==> config.mk <==
export PLATFORM = sky130hd
export DESIGN_NAME = sliced_logic_unit_flat
export DESIGN_NICKNAME = d
export VERILOG_FILES = /design/src/rtl/logic_unit_pkg.sv /design/src/rtl/sliced_logic_unit_if.sv /design/src/rtl/logic_slice.sv /design/src/rtl/sliced_logic_unit.sv /design/src/flat_wrapper.sv
export SDC_FILE = /design/constraint.sdc
export NUM_CORES = 1
export LEC_CHECK = 0
export ABC_AREA = 1
export BUFFER_PORTS_ARGS = -buffer_cell sky130_fd_sc_hd__buf_4
export CORE_UTILIZATION = 30
export CTS_CLUSTER_SIZE = 28
export DETAILED_ROUTE_END_ITERATION = 6
export PLACE_DENSITY = 0.55
export SLEW_MARGIN = 30
export SYNTH_ARGS = -nofsm -noshare
export SYNTH_HDL_FRONTEND = slang
export SYNTH_SLANG_ARGS = --single-unit
==> constraint.sdc <==
create_clock -name clk -period 5.1 [get_ports clk]
set_input_delay 0.765 -clock clk [delete_from_list [all_inputs] [get_ports clk]]
set_output_delay 0.765 -clock clk [all_outputs]
set_load 0.005 [all_outputs]
==> src/rtl/logic_unit_pkg.sv <==
// rtl/logic_unit_pkg.sv - shared op codes, FSM states and sizing helper for the sliced logic unit
package logic_unit_pkg;

  typedef enum logic [2:0] {
    OP_AND   = 3'b000,
    OP_OR    = 3'b001,
    OP_NOR   = 3'b010,
    OP_XOR   = 3'b011,
    OP_NAND  = 3'b100,
    OP_XNOR  = 3'b101,
    OP_ANDN  = 3'b110,
    OP_PASSA = 3'b111
  } op_e;

  typedef enum logic [1:0] {
    ST_IDLE = 2'd0,
    ST_RUN  = 2'd1,
    ST_DONE = 2'd2
  } state_e;

  // A single-slice datapath still needs a 1-bit counter to keep the port legal.
  function automatic int cnt_width(input int n);
    return (n > 1) ? $clog2(n) : 1;
  endfunction

endpackage

==> src/rtl/sliced_logic_unit_if.sv <==
// rtl/sliced_logic_unit_if.sv - request/result bundle between a requester and the sliced logic unit
interface sliced_logic_unit_if #(
  parameter int WIDTH = 32
);
  logic             start;
  logic [2:0]       op;
  logic [WIDTH-1:0] a;
  logic [WIDTH-1:0] b;
  logic             busy;
  logic             done;
  logic [WIDTH-1:0] result;
  logic             zero;

  modport master (output start, op, a, b, input busy, done, result, zero);
  modport slave  (input start, op, a, b, output busy, done, result, zero);
endinterface

==> src/rtl/logic_slice.sv <==
// rtl/logic_slice.sv - combinational bitwise operator applied to one slice of the operands
module logic_slice
  import logic_unit_pkg::*;
#(
  parameter int SLICE = 8
) (
  input  logic [SLICE-1:0] a,
  input  logic [SLICE-1:0] b,
  input  logic [2:0]       op,
  output logic [SLICE-1:0] y
);

  always_comb begin
    y = '0;
    case (op_e'(op))
      OP_AND:   y = a & b;
      OP_OR:    y = a | b;
      OP_NOR:   y = ~(a | b);
      OP_XOR:   y = a ^ b;
      OP_NAND:  y = ~(a & b);
      OP_XNOR:  y = ~(a ^ b);
      OP_ANDN:  y = a & ~b;
      OP_PASSA: y = a;
      default:  y = '0;
    endcase
  end

endmodule

==> src/rtl/sliced_logic_unit.sv <==
// rtl/sliced_logic_unit.sv - multi-cycle bitwise unit processing SLICE bits per cycle, LSB slice first
module sliced_logic_unit
  import logic_unit_pkg::*;
#(
  parameter int WIDTH = 32,
  parameter int SLICE = 8
) (
  input  logic                 clk,
  input  logic                 rst_n,
  sliced_logic_unit_if.slave   bus
);

  localparam int N  = WIDTH / SLICE;
  localparam int CW = cnt_width(N);
  localparam logic [CW-1:0] LAST = CW'(N - 1);

  state_e           state, state_nx;
  logic [CW-1:0]    cnt;
  logic [2:0]       op_q;
  logic [WIDTH-1:0] a_q, b_q, res_q, res_nx;
  logic             zero_q;
  logic [SLICE-1:0] a_sl, b_sl, y_sl;
  logic             accept;

  assign accept = (state == ST_IDLE) && bus.start;

  always_ff @(posedge clk or negedge rst_n) begin
    if (!rst_n) state <= ST_IDLE;
    else        state <= state_nx;
  end

  always_comb begin
    state_nx = state;
    case (state)
      ST_IDLE: if (bus.start) state_nx = ST_RUN;
      ST_RUN:  if (cnt == LAST) state_nx = ST_DONE;
      ST_DONE: state_nx = ST_IDLE;
      default: state_nx = ST_IDLE;
    endcase
  end

  // Constant-index compare chain keeps the slice mux and merge free of variable part-selects.
  always_comb begin
    a_sl   = '0;
    b_sl   = '0;
    res_nx = res_q;
    for (int k = 0; k < N; k++) begin
      if (cnt == CW'(k)) begin
        a_sl = a_q[k*SLICE +: SLICE];
        b_sl = b_q[k*SLICE +: SLICE];
        res_nx[k*SLICE +: SLICE] = y_sl;
      end
    end
  end

  logic_slice #(.SLICE(SLICE)) u_slice (
    .a  (a_sl),
    .b  (b_sl),
    .op (op_q),
    .y  (y_sl)
  );

  always_ff @(posedge clk or negedge rst_n) begin
    if (!rst_n) begin
      cnt    <= '0;
      op_q   <= '0;
      a_q    <= '0;
      b_q    <= '0;
      res_q  <= '0;
      zero_q <= 1'b0;
    end else if (accept) begin
      cnt    <= '0;
      op_q   <= bus.op;
      a_q    <= bus.a;
      b_q    <= bus.b;
      res_q  <= '0;
      zero_q <= 1'b0;
    end else if (state == ST_RUN) begin
      res_q <= res_nx;
      // Counter parks on the last slice so it never indexes past the operands.
      if (cnt == LAST) zero_q <= (res_nx == '0);
      else             cnt    <= cnt + 1'b1;
    end
  end

  assign bus.busy   = (state != ST_IDLE);
  assign bus.done   = (state == ST_DONE);
  assign bus.result = res_q;
  assign bus.zero   = zero_q;

endmodule

==> src/flat_wrapper.sv <==
// flat-port wrapper written by rule: the top's interface ports become plain ports
module sliced_logic_unit_flat import logic_unit_pkg::*;
#(
  parameter int WIDTH = 32,
  parameter int SLICE = 8
)
  (clk, rst_n, bus_start, bus_op, bus_a, bus_b, bus_busy, bus_done, bus_result, bus_zero);
  sliced_logic_unit_if #(.WIDTH(WIDTH)) bus_i ();
  input  logic clk;
  input  logic rst_n;
  input wire logic [$bits(bus_i.start)-1:0] bus_start;
  input wire logic [$bits(bus_i.op)-1:0] bus_op;
  input wire logic [$bits(bus_i.a)-1:0] bus_a;
  input wire logic [$bits(bus_i.b)-1:0] bus_b;
  output wire logic [$bits(bus_i.busy)-1:0] bus_busy;
  output wire logic [$bits(bus_i.done)-1:0] bus_done;
  output wire logic [$bits(bus_i.result)-1:0] bus_result;
  output wire logic [$bits(bus_i.zero)-1:0] bus_zero;
  assign bus_i.start = bus_start;
  assign bus_i.op = bus_op;
  assign bus_i.a = bus_a;
  assign bus_i.b = bus_b;
  assign bus_busy = bus_i.busy;
  assign bus_done = bus_i.done;
  assign bus_result = bus_i.result;
  assign bus_zero = bus_i.zero;
  sliced_logic_unit #(.WIDTH(WIDTH), .SLICE(SLICE)) u_core (.clk(clk), .rst_n(rst_n), .bus(bus_i));
endmodule
==> impl_results.md, run 1 <==
- Launch point of the worst path: u_core.cnt[0]
- DP HPWL: 12000 um
- Leak pwr: 3.76 nW
- Worst setup EP type: register
- Post-CTS Hold Fix Bufs: 0
- Initial Utilization: 30.8%
- Crit path max-delay cell type: ha_1
- Crit path max fanout: 16
- Core area: 19600 um^2
- Die extent in x: 144 um
- Worst Setup Path Type: register to register
- Placer congestion estimate: 0.861
- Via Count: 5132
- Yosys reg bits: 104
- Layout area overhead: 21.2%
- Max Fclk: 280 MHz
- Peak VDD IR: 0.000232 V
- Worst EP required: 5.39 ns
- Crit path time final: 3.57 ns
- Residual DRC: 0
- Crit-path cells: inv_1, ha_1, buf_4, a21oi_1, a22oi_1, inv_1, ha_1, inv_1, nand4_1, o21ai_0, nor2_1, nand3_1, nand2_2, nand2_1, o21ai_1, nand2_1, nor2_1, nand2_1, nor2_1, nand2_1, a21oi_2
- Cts bufs inserted: 9
- FILL cells: 2068
- WL/cell: 15.0 um
- R2R setup slack: 1.53 ns
- Reg area: 2600 um^2
- Vias in the first global route: 4914
- WL final: 16500 um
- Nets: 926
- Unique masters post-synth: 30
- Clock Latency Late Sink: 0.36 ns
- Post-route ant nets: 0
- Hold Crit Class: input pin to asynchronous set/reset pin
- Reg2reg path depth: 21
- Worst-Margin Slew: 0.809 ns
- Final Skew: 0.0113 ns
- DR iter-0 viols: 410
- Met2 Usage GRT: 26.0%
- Max-cap violations: 0
- Io pins: 105
- Max H-tree Level: 3
- Slew HR: 46.1%
- Critical path launch point type: register
- Initial DRT Pass Iterations: 4
- Largest net degree at the start of global routing: 89
- Reg-to-reg critical path startpoint: u_core.cnt[0]
- Total grt overflow: 0
- CTS Sinks: 104
- Root Driver: clkbuf_16
- Diode count: 0
- Sequential fraction of the synthesis area: 43.1%
- Final hold vios: 0
- Synthesized area per cell: 8.11 um^2
- CP peak stage delay: 0.55 ns
- Final worst path period share: 70.0%
- Layout Utilization: 37.4%
- Postcts setup bufs: 0
- GR met1 Demand/Resource: 23.8%
- Port Buffer Count: 104
- Total track usage: 16.8%
- Final setup fails: 0
- RSZ-0062 raised after global routing: no
- Site row count: 51
- Critical path arrival: 3.86 ns
- Post-CTS sizing: 0
- Initial antenna violation count: 0
- Slew Viols, Final: 0
- Clk buf depth: 2
- Total negative slack: 0 ns
- Power Dens Cells: 740 nW/um^2
- Global-route wire length before repair: 26600 um
- RR Endpoint: u_core.bus.zero
- Die Y: 144 um
- Fraction of layout cells with a size suffix above 1: 23.3%
- Mapped Nets: 842
- Mapped Area: 6040 um^2
- Area of the multi-input gates: 2870 um^2
- Synth Instances: 745
- GR peak layer: met2
- Worst-path clk slew: 0.07 ns
- Die area: 20700 um^2
- Outcome: completed
- CTS tree: yes
- Ys Warns: 0
- Cell seen most often among critical-path stages: nand2_1
- Vias/cell: 4.67
- GR Layer Usage met3: 3.37%
where the power goes:
group	internal [W]	switching, W
sequential	0.00123	0.000282
clock	0.000431	0.000315
combinational	0.00120	0.00196
state kept, by name, summed over array words and instances (netlist names):
signal / flops
u_core.bus.result: 32
u_core.b_q: 32
u_core.a_q: 32
u_core.op_q: 3
u_core.cnt: 2
u_core.bus.zero: 1
u_core.state: 2
through the flow:
stage	setup slack (ns)	cell area, um^2	cells	hold slack (ns)	power (W)
floorplan	2.16	6040	745	0.469	0.00377
global placement	1.59	7000	1083	0.489	0.00467
detailed placement	1.56	7000	1083	0.495	0.00469
CTS	1.53	7320	1099	0.511	0.00545
global route	1.14	7320	1099	0.518	0.00595
finish	1.53	7320	1099	0.488	0.00542
how the worst max path moves through the flow:
stage	end	cells after the start	slack, ns
finish	u_core.bus.zero	21	1.53
global route	u_core.bus.zero	23	1.14
CTS	u_core.bus.zero	23	1.53
detailed placement	u_core.bus.zero	23	1.56
global placement	u_core.bus.zero	23	1.59
floorplan	u_core.bus.zero	21	2.16
area by class of cell:
| cell class | instances | area share (%) |
|---|---|---|
| clock inverter | 5 | 1.11 |
| clock buffer | 11 | 3.18 |
| inverter | 93 | 4.99 |
| multi-input combinational | 510 | 39.2 |
| sequential | 104 | 35.5 |
| tap | 265 | 4.53 |
| timing repair buffer | 111 | 11.4 |
cells in the mapped netlist, drive strengths merged:
cell	n	area, um^2
nand2	204	788
dfrtp	104	2600
inv	92	348
nor2	62	253
mux2	45	507
nand3	43	228
a21oi	42	214
buf	30	183
ha	27	338
o21ai	24	120
o22ai	23	144
nand4	21	131
a22oi	14	105
clkbuf	8	30.0
nand3b	3	22.5
or2	2	12.5
bufinv	1	17.5
critical path: cells and delay by family (launching register included):
family | cells | cell delay, ns
buffers and inverters | 4 | 0.58
AO/OA/AOI/OAI | 5 | 0.83
flip-flops | 1 | 0.41
AND/OR/NAND/NOR | 10 | 0.81
adder cells (fa/ha/maj) | 2 | 0.86
layer usage:
layer	up-vias	part of all wire, %
met3	9	4.7
met1	2404	49
met2	119	45
li1	2600	-
met4	0	0.75
met5	-	0
cells in the final DEF, fill, tap and decap left out:
cell	n
a21oi_2	1
ha_1	26
bufinv_8	1
nor2_4	2
o21ai_1	3
nand2_1	196
or2_1	1
nand3_4	1
nand3_1	42
mux2_2	45
inv_1	84
inv_4	1
clkbuf_1	2
clkinv_4	1
clkbuf_16	9
nand2_2	6
nand2_4	2
o22ai_1	23
buf_4	110
inv_2	7
bufinv_16	2
or2_0	1
clkinvlp_4	1
clkinv_2	1
dfrtp_1	104
nand4_1	21
buf_6	1
nor2_2	2
ha_2	1
a21oi_1	41
nor2_1	58
o21ai_0	21
a22oi_1	14
nand3b_1	3
kinds of logic after synthesis:
group           synth area share, %
simple gates                   23.7
buf+inv                        9.57
flops                          43.1
compound gates                 9.65
mux                            8.39
fa+ha+maj                      5.59
(Power assumes the default switching activity.)
==> run 2: changes to the inputs <==
--- a/config.mk
+++ b/config.mk
@@ -5,12 +5,12 @@
 export SDC_FILE = /design/constraint.sdc
 export NUM_CORES = 1
 export LEC_CHECK = 0
-export ABC_AREA = 1
+export ABC_AREA = 0
 export BUFFER_PORTS_ARGS = -buffer_cell sky130_fd_sc_hd__buf_4
 export CORE_UTILIZATION = 30
 export CTS_CLUSTER_SIZE = 28
 export DETAILED_ROUTE_END_ITERATION = 6
-export PLACE_DENSITY = 0.55
+export PLACE_DENSITY = 0.57
 export SLEW_MARGIN = 30
 export SYNTH_ARGS = -nofsm -noshare
 export SYNTH_HDL_FRONTEND = slang
==> constraint.sdc (replaced) <==
create_clock -name clk -period 3.13 [get_ports clk]
set_input_delay 0.4695 -clock clk [delete_from_list [all_inputs] [get_ports clk]]
set_output_delay 0.4695 -clock clk [all_outputs]
set_load 0.005 [all_outputs]
==> impl_results.md, run 2 <==
- Core area: 18100 um^2 (-7.4%)
- Failing checks: DRC, setup timing
- Power Dens Cells: 1370 nW/um^2 (+85%)
- Final hold slack: 0.143 ns (-0.345 ns)
- Crit path time final: 3.63 ns (+0.0638 ns)
- Total negative slack: -4.10 ns (-4.10 ns)
- Layout area overhead: 44.2%
- Crit path max-delay cell type: mux4_2
- Die extent in x: 139 um (-3.5%)
- Die Y: 139 um (-3.5%)
- Global-route wire length before repair: 25900 um (-2.4%)
- Complex-gate fraction of the synthesized area: 18.4% (+8.7 points)
- Most instantiated cells after synthesis: 104 x dfrtp_1, 72 x mux2_2, 32 x a22o_1
- Mux contribution to synthesized area: 15.2% (+6.8 points)
- Final Instance Count excl. Fillers: 901 (-18%)
- Sequential fraction of the synthesis area: 46.3% (+3.2 points)
- Outcome: finished with violations
- Final WS setup: -0.505 ns (-2.03 ns)
- Root Driver: clkbuf_16
- Io pins: 105 (unchanged)
- Total power: 0.0111 W (+110%)
- Total grt overflow: 0 (unchanged)
- Leak pwr: 3.64 nW (-3.3%)
- DR iter-0 viols: 316 (-23%)
- WL/cell: 18.2 um (+21%)
- Vias/cell: 5.17 (+11%)
- Critical path arrival: 3.90 ns (+0.04 ns)
- Largest net degree at the start of global routing: 58 (-35%)
- Vias in the first global route: 4829 (-1.7%)
- Sequential group share of total power: 22.7% (-5.2 points)
- Largest area contributor in the netlist: dfrtp_1
- Final Skew: 0.0117 ns (+0.000385 ns)
- CP peak stage delay: 0.54 ns (about the same)
- Die area: 19300 um^2 (-6.9%)
- WL final: 16400 um (-0.72%)
- Crit path max fanout: 8 (-8)
- Worst-Margin Slew: 0.922 ns (+0.113 ns)
- Crit-path cells: buf_6, ha_4, nor2b_4, a221o_1, o21ai_1, nor2_1, a21o_1, inv_2, buf_4, ha_4, nor2b_4, mux4_2, o21ai_2, o311ai_4, mux2_4, a2111o_1, o31ai_2
- Initial antenna violation count: 0 (unchanged)
- Residual DRC: 2 (+2)
- Cts bufs inserted: 9 (unchanged)
- Switch Pwr: 0.00460 W (+80%)
- Slew Viols, Final: 0 (unchanged)
- Simple-Gate Fraction of Synth Area: 9.70% (-14 points)
- FILL cells: 1699 (-18%)
- CTS tree: yes
- Clock Latency Late Sink: 0.36 ns (about the same)
- Final setup fails: 17 (+17)
- Mapped Nets: 597 (-29%)
- Fin area: 8110 um^2 (+11%)
- Final hold vios: 0 (unchanged)
- Site row count: 49 (-3.9%)
- Clock Power Share: 9.9% (-3.9 points)
- Adder-Cell Fraction of Synth Area: 6.01% (+0.42 points)
- Pint: 0.00652 W (+130%)
- Logic pwr share: 67.4% (+9.0 points)
- Via Count: 4658 (-9.2%)
- Area of the multi-input gates: 3320 um^2 (+16%)
- Total track usage: 17.3% (+0.51 points)
- Max H-tree Level: 3 (unchanged)
- Nets: 764 (-17%)
- Placed Area: 7130 um^2 (+1.8%)
- Post-synth EDFFs: 0 (unchanged)
- Worst EP required: 3.40 ns (-1.99 ns)
- Fraction of layout cells with a size suffix above 1: 53.6% (+30 points)
- Ys Warns: 0 (unchanged)
- Reg area: 2600 um^2 (unchanged)
- Final worst path period share: 116% (+46 points)
- Area share of the largest cell type after synthesis: 46.3% (+3.2 points)
- Port Buffer Count: 104 (unchanged)
- Critical path launch point type: register
- Worst Setup Path Type: register to register
- Post-route ant nets: 0 (unchanged)
- Post-Synth XOR/XNOR Area: 0.156% (+0.16 points)
- Clk buf depth: 2 (unchanged)
- Ys async rst share: 100% (unchanged)
- Worst-path clk slew: 0.07 ns (about the same)
- Commonest non-fill, non-tap cell in the layout: buf_4
- Max-cap violations: 0 (unchanged)
- DP HPWL: 11900 um (-0.44%)
- Hold Crit Class: input pin to asynchronous set/reset pin
- Initial Utilization: 31.0% (+0.14 points)
- Top cells by area, synth: dfrtp_1 46%, mux2_2 14%, ha_1 6.0%
- Mapped Area: 5620 um^2 (-7.0%)
- Max Fclk: 275 MHz (-1.8%)
- Diode count: 0 (unchanged)
- Synth Instances: 500 (-33%)
- Worst setup EP type: register
- Post-CTS Hold Fix Bufs: 0 (unchanged)
- Initial DRT Pass Iterations: 7 (+3)
- Placer congestion estimate: 0.848 (-1.5%)
- Yosys reg bits: 104 (unchanged)
- Slew HR: 38.5% (-7.5 points)
- Top_reg_cell synth: dfrtp_1
- Peak VDD IR: 0.000438 V (+89%)
- DP Cell Count: 868 (-20%)
- Sw frac: 41.4% (-5.9 points)
- Top-count cell post-synth: dfrtp_1
- RSZ-0062 raised after global routing: yes
- Synthesized area per cell: 11.2 um^2 (+39%)
- Main combinational cell family by area after synthesis: compound AO/OA/AOI/OAI gates
- Most frequent cells in the layout: 167 x buf_4, 104 x dfrtp_1, 69 x mux2_2
- CTS Sinks: 104 (unchanged)
- Unique masters post-synth: 61 (+100%)
==> run 2: cell type report <==
| class | instances | area share, % |
|---|---|---|
| Timing Repair Buffer | 189 | 18.6 |
| Sequential cell | 104 | 32.1 |
| Clock inverter | 6 | 0.617 |
| Clock buffer | 10 | 2.95 |
| Multi-Input combinational cell | 337 | 40.9 |
| Tap cell | 229 | 3.53 |
| Inverter | 26 | 1.23 |
==> run 2: final timing paths <==
| path | to | depth (start not counted) | slack [ns] | start |
|---|---|---|---|---|
| worst min-delay path | u_core.b_q[0] | 1 | 0.14 | rst_n |
| worst max-delay path | u_core.bus.zero | 17 | -0.50 | u_core.cnt[0] |
| max in group asynchronous | u_core.a_q[16] | 2 | 2.27 | rst_n |
| min in group clk | u_core.op_q[0] | 3 | 0.33 | bus_op[0] |
| worst min register to register | u_core.bus.result[30] | 1 | 0.51 | u_core.bus.result[30] |
| worst max register to register | u_core.bus.zero | 17 | -0.50 | u_core.cnt[0] |
==> run 2: cell families (layout without fill, tap and decap cells) <==
family,Yosys count,count (layout)
compound gates,135,135
flops,104,104
simple gates,99,99
mux,75,75
buf+inv,59,231
fa+ha+maj,27,27
xor+xnor,1,1
==> run 2: timing repair <==
action	4_1_cts	5_1_grt
setup endpoints to repair	33	33
pin swaps	20	42
gates cloned	1	0
setup buffers	10	6
gates resized for setup	62	59
==> run 2: worst max-delay path: cells and delay by family, from the launching register on <==
kind            cells  cell delay [ns]
compound gates      7             1.19
fa+ha+maj           2             0.31
buf+inv             3             0.33
flops               1             0.42
mux                 2             0.82
simple gates        3             0.46
==> run 2: routing by layer <==
metal	track usage (%)	up-vias	share of wire, %
li1	-	2182	-
met1	22.0	2380	45
met2	29.5	81	50
met3	3.18	15	3.4
met4	5.56	0	1.4
met5	0	-	0
==> run 2: power by group through the flow <==
| stage | Combinational, W | Sequential (W) | Clock (W) |
|---|---|---|---|
| 6_report | 0.00750 | 0.00253 | 0.00110 |
| 3_5_place_dp | 0.00576 | 0.00251 | 0 |
| 4_1_cts | 0.00665 | 0.00251 | 0.00113 |
| 3_3_place_gp | 0.00553 | 0.00250 | 0 |
| 2_1_floorplan | 0.00372 | 0.00228 | 0 |
| 5_1_grt | 0.00812 | 0.00261 | 0.00119 |
==> run 2: through the flow <==
stage | setup WS, ns | utilization [%]
2_1_floorplan | -0.354 | -
3_3_place_gp | -0.595 | 39.3
3_5_place_dp | -0.689 | 39.3
4_1_cts | -0.479 | 42.9
5_1_grt | -0.627 | 44.7
6_report | -0.505 | 44.7
==> run 3: changes to the inputs <==
--- a/config.mk
+++ b/config.mk
@@ -5,7 +5,7 @@
 export SDC_FILE = /design/constraint.sdc
 export NUM_CORES = 1
 export LEC_CHECK = 0
-export ABC_AREA = 0
+export ABC_AREA = 1
 export BUFFER_PORTS_ARGS = -buffer_cell sky130_fd_sc_hd__buf_4
 export CORE_UTILIZATION = 30
 export CTS_CLUSTER_SIZE = 28
@@ -15,3 +15,4 @@
 export SYNTH_ARGS = -nofsm -noshare
 export SYNTH_HDL_FRONTEND = slang
 export SYNTH_SLANG_ARGS = --single-unit
+export TNS_END_PERCENT = 10
==> impl_results.md, run 3 (synthesis gave the netlist of run 1 again) <==
- Outcome: completed
- Largest net degree at the start of global routing: 84 (+45%)
- Io pins: 105 (unchanged)
- Worst setup EP type: register
- DP HPWL: 12400 um (+3.8%)
- Placer congestion estimate: 0.855 (+0.85%)
- Max H-tree Level: 3 (unchanged)
- Logic pwr share: 64.1% (-3.3 points)
- Leak pwr: 3.93 nW (+8.0%)
- RSZ-0062 raised after global routing: yes
- Fin area: 7860 um^2 (-3.0%)
- Die extent in x: 144 um (+3.6%)
- Post-route ant nets: 0 (unchanged)
- Final hold vios: 0 (unchanged)
- WL/cell: 15.1 um (-17%)
- Worst Setup Path Type: register to register
- Critical path launch point type: register
- Max Fclk: 332 MHz (+21%)
- Power Dens Cells: 1260 nW/um^2 (-8.1%)
- Final WS setup: 0.118 ns (+0.622 ns)
- Slew HR: 51.5% (+13 points)
- Layout Utilization: 40.1% (-4.5 points)
- Residual DRC: 0 (-2)
- Root Driver: clkbuf_16
- Setup WS pre-CTS: -0.0811 ns (+0.608 ns)
- Initial Utilization: 30.8% (-0.14 points)
- Die Y: 144 um (+3.6%)
- RR Endpoint: u_core.bus.zero
- Clk buf depth: 2 (unchanged)
- Hold Crit Class: input pin to asynchronous set/reset pin
- Die area: 20700 um^2 (+7.4%)
- Worst EP required: 3.41 ns (about the same)
- Clock Latency Late Sink: 0.35 ns (about the same)
- Crit path time final: 3.01 ns (-0.622 ns)
- Worst-path clk slew: 0.07 ns (about the same)
- Placed Area: 7180 um^2 (+0.68%)
- Total power: 0.00991 W (-11%)
- WL final: 17100 um (+4.3%)
- Critical path arrival: 3.29 ns (-0.61 ns)
- Sequential group share of total power: 24.7% (+2.0 points)
- Cts bufs inserted: 9 (unchanged)
- Worst-Margin Slew: 0.728 ns (-0.194 ns)
- Diode count: 0 (unchanged)
- Final worst path period share: 96.2% (-20 points)
- Total track usage: 17.0% (-0.24 points)
- Site row count: 51 (+4.1%)
- Vias/cell: 4.76 (-7.9%)
- Max-cap violations: 0 (unchanged)
- Total grt overflow: 0 (unchanged)
- CTS tree: yes
- Core area: 19600 um^2 (+7.9%)
- Nets: 957 (+25%)
- Final setup fails: 0 (-17)
- Commonest non-fill, non-tap cell in the layout: nand2_1
- Reg2reg path depth: 22 (+5)
- Vias in the first global route: 5008 (+3.7%)
- DR iter-0 viols: 383 (+21%)
- Reg-to-reg critical path startpoint: u_core.cnt[0]
- Crit path max fanout: 8 (unchanged)
- Final Skew: 0.00948 ns (-0.00222 ns)
- Fraction of layout cells with a size suffix above 1: 32.7% (-21 points)
- Via Count: 5369 (+15%)
- Layout area overhead: 30.1%
- Global-route wire length before repair: 26800 um (+3.1%)
- Final hold slack: 0.179 ns (+0.0356 ns)
- Peak VDD IR: 0.000492 V (+12%)
- R2R setup slack: 0.12 ns (+0.62 ns)
- Switch Pwr: 0.00462 W (+0.44%)
- Sw frac: 46.6% (+5.3 points)
- Slew Viols, Final: 0 (unchanged)
- Pint: 0.00529 W (-19%)
- Port Buffer Count: 104 (unchanged)
- Most frequent cells in the layout: 178 x nand2_1, 133 x buf_4, 104 x dfrtp_1
- Initial antenna violation count: 0 (unchanged)
- CTS Sinks: 104 (unchanged)
- Clock Power Share: 11.3% (+1.4 points)
- Initial DRT Pass Iterations: 5 (-2)
==> run 3: cell types whose count changed in the layout (fill, tap and decap cells not counted), sizes merged, moves of 16 or more <==
| cell | previous run | this run |
|---|---|---|
| mux2 | 72 | 45 |
| inv | 28 | 93 |
| nand3 | 1 | 43 |
| o22ai | 7 | 23 |
| a22o | 32 | 0 |
| nor2 | 28 | 62 |
| nand2 | 12 | 204 |
| buf | 189 | 142 |
| nand4 | 0 | 21 |
| a21oi | 16 | 42 |
==> run 3: final cells by class <==
type                       instances  area, um^2
clock buffer                       9         225
inverter                          93         370
multi-input combinational        510        3140
clock inverter                     5        58.8
sequential                       104        2600
timing repair buffer             142        1130
tap                              265         332
fill                            2025       11700
==> run 3: worst max path at each step <==
stage                             start              end  slack [ns]  cells after the start
final                     u_core.cnt[0]  u_core.bus.zero        0.12                     22
after global routing      u_core.cnt[1]  u_core.bus.zero       -0.13                     21
after CTS                 u_core.cnt[1]  u_core.bus.zero        0.02                     21
after detailed placement  u_core.cnt[0]  u_core.bus.zero       -0.08                     20
after global placement    u_core.cnt[0]  u_core.bus.zero       -0.06                     20
after floorplan           u_core.cnt[0]  u_core.bus.zero        0.19                     21
==> run 3: timing repair <==
item	in CTS	in global routing
endpoints found under the setup margin	1	1
buffers inserted	0	11
hold endpoints to repair	0	0
hold buffers	0	0
pin swaps	0	40
cloned	0	0
gates resized for setup	2	77
==> run 3: stage by stage <==
stage	std cells	setup TNS (ns)
after detailed placement	1103	-0.0811
after global routing	1128	-0.127
after floorplan	745	0
final	1128	0
after global placement	1103	-0.0592
after CTS	1117	0
==> run 3: critical path, cell delays in order, from the launching register on <==
cell and delay [ns]:
dfrtp_1 0.40, buf_6 0.13, ha_4 0.17, buf_8 0.14, a22oi_2 0.20, nand2_1 0.10, a22oi_2 0.22, inv_2 0.07
ha_4 0.27, inv_1 0.03, nand4_1 0.07, nand2_1 0.06, nor2_1 0.09, nand3_1 0.09, nand2_2 0.16, nand2_1 0.11
o21ai_2 0.09, nand2_1 0.07, nor2_1 0.12, nand2_1 0.07, nor2_2 0.09, nand2_1 0.07, a21oi_2 0.12
==> run 3: power groups by stage <==
| stage | Combinational (W) | Clock (W) | Sequential [W] |
|---|---|---|---|
| 3_3_place_gp | 0.00542 | 0 | 0.00243 |
| 6_report | 0.00635 | 0.00112 | 0.00244 |
| 2_1_floorplan | 0.00386 | 0 | 0.00228 |
| 4_1_cts | 0.00550 | 0.00115 | 0.00242 |
| 3_5_place_dp | 0.00546 | 0 | 0.00244 |
| 5_1_grt | 0.00714 | 0.00121 | 0.00252 |
==> run 3: routing by layer <==
layer / global-route usage (%) / wire, um
met3: 2.97 / 873
met2: 26.1 / 7910
met1: 24.3 / 8070
met5: 0 / 0
met4: 5.10 / 209
